`src/rtl/sad_best_match_pkg.sv`:
```
// sad_best_match_pkg: shared state encoding and width helpers for the SAD search path
package sad_best_match_pkg;

    typedef enum logic [1:0] {IDLE, ACCUM, COMPARE, DONE} state_e;

    function automatic int sad_bits(input int elem_bits, input int rows);
        return elem_bits + $clog2(rows);
    endfunction

    function automatic int mv_bits(input int w, input int h);
        return $clog2(w > h ? w : h);
    endfunction

endpackage

```
`src/rtl/sad_row_accumulator.sv`:
```
// sad_row_accumulator: sums ROWS row sums into one block SAD and flags the last row
module sad_row_accumulator
    import sad_best_match_pkg::*;
#(
    parameter int ELEMENT_BIT_DEPTH = 14,
    parameter int ROWS              = 8,
    parameter int SAD_BIT_DEPTH     = sad_bits(ELEMENT_BIT_DEPTH, ROWS)
) (
    input  logic                         clk,
    input  logic                         rst_n,
    input  logic                         clr_i,
    input  logic                         accept_i,
    input  logic [ELEMENT_BIT_DEPTH-1:0] row_sum_i,
    output logic [SAD_BIT_DEPTH-1:0]     acc_o,
    output logic                         block_complete_o
);

    localparam int CW = $clog2(ROWS);

    logic [SAD_BIT_DEPTH-1:0] acc_q, acc_d;
    logic [CW-1:0]            cnt_q, cnt_d;

    // Clear wins over accept; the two never coincide since accept only happens in ACCUM.
    always_comb begin
        acc_d = clr_i ? '0 : accept_i ? acc_q + SAD_BIT_DEPTH'(row_sum_i) : acc_q;
        cnt_d = clr_i ? '0 : accept_i ? cnt_q + CW'(1) : cnt_q;
    end

    // Accumulator and row counter state; ROWS is a power of two so the counter wraps on its own.
    always_ff @(posedge clk or negedge rst_n) begin
        if (!rst_n) begin
            acc_q <= '0;
            cnt_q <= '0;
        end else begin
            acc_q <= acc_d;
            cnt_q <= cnt_d;
        end
    end

    assign acc_o            = acc_q;
    assign block_complete_o = accept_i && (cnt_q == CW'(ROWS - 1));

endmodule

```
`src/rtl/sad_best_match.sv`:
```
// sad_best_match: raster scan of candidate block SADs, keeping the first minimum and its position
module sad_best_match
    import sad_best_match_pkg::*;
#(
    parameter int ELEMENT_BIT_DEPTH = 14,
    parameter int ROWS              = 8,
    parameter int SEARCH_W          = 4,
    parameter int SEARCH_H          = 4,
    parameter int SAD_BIT_DEPTH     = sad_bits(ELEMENT_BIT_DEPTH, ROWS),
    parameter int MV_BITS           = mv_bits(SEARCH_W, SEARCH_H)
) (
    input  logic                         clk,
    input  logic                         rst_n,
    input  logic                         start,
    input  logic [ELEMENT_BIT_DEPTH-1:0] row_sum,
    input  logic                         row_valid,
    output logic                         row_ready,
    output logic                         busy,
    output logic                         done,
    output logic [SAD_BIT_DEPTH-1:0]     best_sad,
    output logic [MV_BITS-1:0]           best_x,
    output logic [MV_BITS-1:0]           best_y
);

    localparam logic [MV_BITS-1:0] X_LAST = MV_BITS'(SEARCH_W - 1);
    localparam logic [MV_BITS-1:0] Y_LAST = MV_BITS'(SEARCH_H - 1);

    state_e                   state_q;
    logic [MV_BITS-1:0]       cand_x_q, cand_y_q, best_x_q, best_y_q;
    logic [SAD_BIT_DEPTH-1:0] best_sad_q, acc;
    logic                     accept, clr, block_complete, last_x, last_y;

    assign row_ready = state_q == ACCUM;
    assign busy      = state_q != IDLE;
    assign done      = state_q == DONE;
    assign accept    = row_valid && row_ready;
    assign clr       = (state_q == IDLE && start) || state_q == COMPARE;
    assign last_x    = cand_x_q == X_LAST;
    assign last_y    = cand_y_q == Y_LAST;

    sad_row_accumulator #(
        .ELEMENT_BIT_DEPTH(ELEMENT_BIT_DEPTH),
        .ROWS             (ROWS),
        .SAD_BIT_DEPTH    (SAD_BIT_DEPTH)
    ) u_acc (
        .clk             (clk),
        .rst_n           (rst_n),
        .clr_i           (clr),
        .accept_i        (accept),
        .row_sum_i       (row_sum),
        .acc_o           (acc),
        .block_complete_o(block_complete)
    );

    // Search FSM with candidate scan and best-match tracking; strict less-than keeps the earliest tie.
    always_ff @(posedge clk or negedge rst_n) begin
        if (!rst_n) begin
            state_q    <= IDLE;
            cand_x_q   <= '0;
            cand_y_q   <= '0;
            best_sad_q <= '1;
            best_x_q   <= '0;
            best_y_q   <= '0;
        end else begin
            case (state_q)
                IDLE: if (start) begin
                    state_q    <= ACCUM;
                    cand_x_q   <= '0;
                    cand_y_q   <= '0;
                    best_sad_q <= '1;
                    best_x_q   <= '0;
                    best_y_q   <= '0;
                end
                ACCUM: if (block_complete) state_q <= COMPARE;
                COMPARE: begin
                    if (acc < best_sad_q) begin
                        best_sad_q <= acc;
                        best_x_q   <= cand_x_q;
                        best_y_q   <= cand_y_q;
                    end
                    cand_x_q <= last_x ? '0 : cand_x_q + MV_BITS'(1);
                    cand_y_q <= last_x ? (last_y ? '0 : cand_y_q + MV_BITS'(1)) : cand_y_q;
                    state_q  <= (last_x && last_y) ? DONE : ACCUM;
                end
                default: state_q <= IDLE;
            endcase
        end
    end

    assign best_sad = best_sad_q;
    assign best_x   = best_x_q;
    assign best_y   = best_y_q;

endmodule

```
`config.mk`:
```
export PLATFORM = sky130hd
export DESIGN_NAME = sad_best_match
export DESIGN_NICKNAME = d
export VERILOG_FILES = /design/src/rtl/sad_best_match_pkg.sv /design/src/rtl/sad_row_accumulator.sv /design/src/rtl/sad_best_match.sv
export SDC_FILE = /design/constraint.sdc
export NUM_CORES = 1
export LEC_CHECK = 0
export ABC_AREA = 1
export CAP_MARGIN = 20
export CORE_ASPECT_RATIO = 0.6
export CORE_MARGIN = 10
export CORE_UTILIZATION = 35
export CTS_CLUSTER_DIAMETER = 30
export CTS_CLUSTER_SIZE = 8
export DETAILED_ROUTE_END_ITERATION = 8
export GPL_ROUTABILITY_DRIVEN = 0
export GPL_TIMING_DRIVEN = 0
export SYNTH_ARGS = -nofsm -noshare
export SYNTH_HDL_FRONTEND = slang
export SYNTH_SLANG_ARGS = --single-unit
```
`constraint.sdc`:
```
create_clock -name clk -period 2.4 [get_ports clk]
set_input_delay 0.48 -clock clk [delete_from_list [all_inputs] [get_ports clk]]
set_output_delay 0.48 -clock clk [all_outputs]
set_load 0.05 [all_outputs]
```
==> metrics <==
RR Endpoint=best_sad[12]; Synth Area in Simple Gates=around 33%; share of cells above drive strength 1=9.87%; Switch Pwr=approximately 2.8 mW; Final ANT Viol Nets=0; Fill cells=roughly 940; nets=579; post-CTS setup buffers=0; RSZ-0062 raised after global routing=false; Die Y=96.1 um; cell count after synthesis=477; Avg Synthesized Cell Area=7.08 sq um; diodes inserted=0; slowest cell delay on critical path=roughly 830 ps; Crit path buffers/inverters=2; M2 GR Usage=a little under a fifth; pwr dens=1370 nW/um^2; Mapped Nets=530; DRT Wirelength=slightly below 9000 um; largest net degree at the start of global routing=36; Clk pin slew, worst setup/hold paths=70 ps; Crit path arrival time=around 1800 ps; vias per cell=between 4 and 5; Synth Register Bits=47; CTS buffer count=5; vias in the first global route=around 2.9k; CTS tree=built; total gr overflow=0; met1 Use GR=19.2%; minimum clock period=approximately 2300 ps; Slew @ Worst Pin=511 ps; gr usage total=between 10% and 20%; Max-slew headroom=65.8%; Critical Path Source=state_q[0]; Top Family by Delay on Critical Path=buffers and inverters; Clk pwr share=about an eighth; mux share of post-synthesis cell area=0%; Synth Area in Compound Gates=between 6 and 7%; M3 GR Usage=3.14%; Boundary Pins=between 40 and 50; post-route clock period utilization=between 90% and 100%; global-route wire length before repair=between 10000 and 15000 um; Root Buffer=clkbuf_16; Max Cap Violations=0; Peak Freq=approximately 430 MHz; initial antenna violation count=0; slowest CP cell=clkdlybuf4s50_1; DIE WIDTH=about 150 um; die area=approximately 14000 sq um; Leak=~2.2 nW; later-pin clock latency in the skew report=~290 ps; main combinational cell family by area after synthesis=simple AND/OR/NAND/NOR gates; crit start category=register; Max Buffers Root-to-Sink=2; peak supply drop=~0.00066 V; Worst R2R Setup Slack=around 330 ps; Sw Ratio=between 50 and 60%; gr busiest metal=met1; HPWL Detailed=a little over 7000 um; IO buf count=41; sequential share of power=around 28%; post-DR wirelength/cell=around 13 um; adder-cell area share of the yosys netlist=about an eighth; Final setup viols=0; Max Slew Vio Count=0; R2R Path Start=best_sad[16]; combinational share of power=approximately three fifths; Syn. warnings=0; commonest non-fill, non-tap cell in the layout=nand2_1; setup tns final=0 ps; leading cell types in the layout, fill and taps excluded=nand2_1 (170), inv_1 (73), clkdlybuf4s50_1 (40); post-synthesis instance area=3380 sq um; Seq/Total Area, Yosys=35.5%; H-tree Lvls=2; Area growth, synth to finish=22.0%; Worst Path Required=around 1900 ps; Setup crit end=row_ready; Post-CTS Hold Buffers=0; vias post-DR=about 3.0k; crit end category=output pin; WHS=about 85 ps; Min-Delay Path Class=in -> async; DRT Pass-1 Iters=5; cell chain of the critical path=inv_2 -> nor2_4 -> clkdlybuf4s50_1; FF-to-FF path depth=10; CP max FO=4; Synth Area in XOR/XNOR=under 10%; Int Pwr=between 2 and 3 mW; kind of critical path=reg -> out; std cell rows=27; Fin. Hold Viols=0; status=completed; clk sinks=47; CTS resizes=0; core footprint=around 9300 sq um; final setup skew=between 7 and 8 ps; Crit path depth=3; Synth cell types=33; starting density of the core=36.4%; Post-route DRC=0; initial DRC count=172
-- logic make-up (layout without fill, tap and decap cells) --
group | count (synthesis) | in the layout
flip-flops | 47 | 47
AO/OA/AOI/OAI | 41 | 41
AND/OR/NAND/NOR | 261 | 261
XOR/XNOR | 4 | 4
buffers and inverters | 89 | 139
adder cells (fa/ha/maj) | 35 | 35
-- worst reg2reg max path, cell delays in order, from the launching register on --
cell and delay (ps):
dfstp_2 550, inv_1 50, ha_1 290, nand2_1 80, nor2_1 120, and2_1 210
nand3_1 130, nand3_2 150, buf_2 240, nand3_1 100, nand2_1 90
-- metal layers --
layer	vias up	share of wire, %
li1	1598	-
met1	1371	56
met2	71	37
met3	7	5.6
met4	0	0.81
met5	-	0
-- power by group through the flow --
stage / Sequential, mW / Clock, mW / Combinational, mW
2_1_floorplan: 2.04 / 0 / 1.90
3_3_place_gp: 1.55 / 0 / 3.29
3_5_place_dp: 1.56 / 0 / 3.37
4_1_cts: 1.55 / 0.745 / 3.38
5_1_grt: 1.60 / 0.782 / 3.80
6_report: 1.55 / 0.731 / 3.36
-- synth_stat cells (all sizes together) --
cell	number	share of area (%)
clkbuf	2	0.22
and2	2	0.37
fa	1	0.59
o22ai	5	0.93
a21oi	17	2.5
nand2	172	19
nand3b	4	0.89
nand3	41	6.4
xor2	3	0.78
or2	6	1.1
nand4	1	0.19
dfstp	17	13
inv	78	8.7
dfrtp	30	22
nor2	30	4.0
buf	9	1.7
o21ai	15	2.2
ha	34	13
xnor2	1	0.26
a31oi	1	0.19
nor3	5	0.89
o21bai	1	0.22
a22o	2	0.52
-- registers in the layout, summed over array words and instances, names as in the netlist --
name and count:
cand_x_q 2, state_q 2, best_y 2, u_acc.cnt_q 3
best_x 2, u_acc.acc_o 17, cand_y_q 2, best_sad 17
-- how the worst min path moves through the flow --
stage	end	slack, ps	depth (start not counted)
final	u_acc.acc_o[1]	80	1
after global routing	u_acc.acc_o[1]	100	1
after CTS	u_acc.acc_o[1]	90	1
after detailed placement	u_acc.acc_o[1]	400	1
after global placement	best_sad[9]	490	2
after floorplan	best_x[0]	180	0
-- final cells by class --
type	count	area, sq um	share of cell area (%)
tap	130	163	3.95
timing repair buffer	42	425	10.3
clock buffer	6	139	3.37
clock inverter	2	16.3	0.395
inverter	78	293	7.11
sequential	47	1200	29.1
multi-input combinational	341	1820	44.2
buffer	11	65.1	1.58
-- metrics by stage --
stage	setup slack (ps)	instances	util [%]	cell area, sq um	total power [mW]
global placement	-564	648	42.5	3950	4.84
CTS	81.4	657	44.4	4120	5.68
global route	8.36	657	44.4	4120	6.18
finish	86.0	657	44.4	4120	5.64
floorplan	463	477	-	3380	3.94
detailed placement	-89.8	649	42.7	3970	4.93
Note: power is estimated with default switching activity, not from simulation.
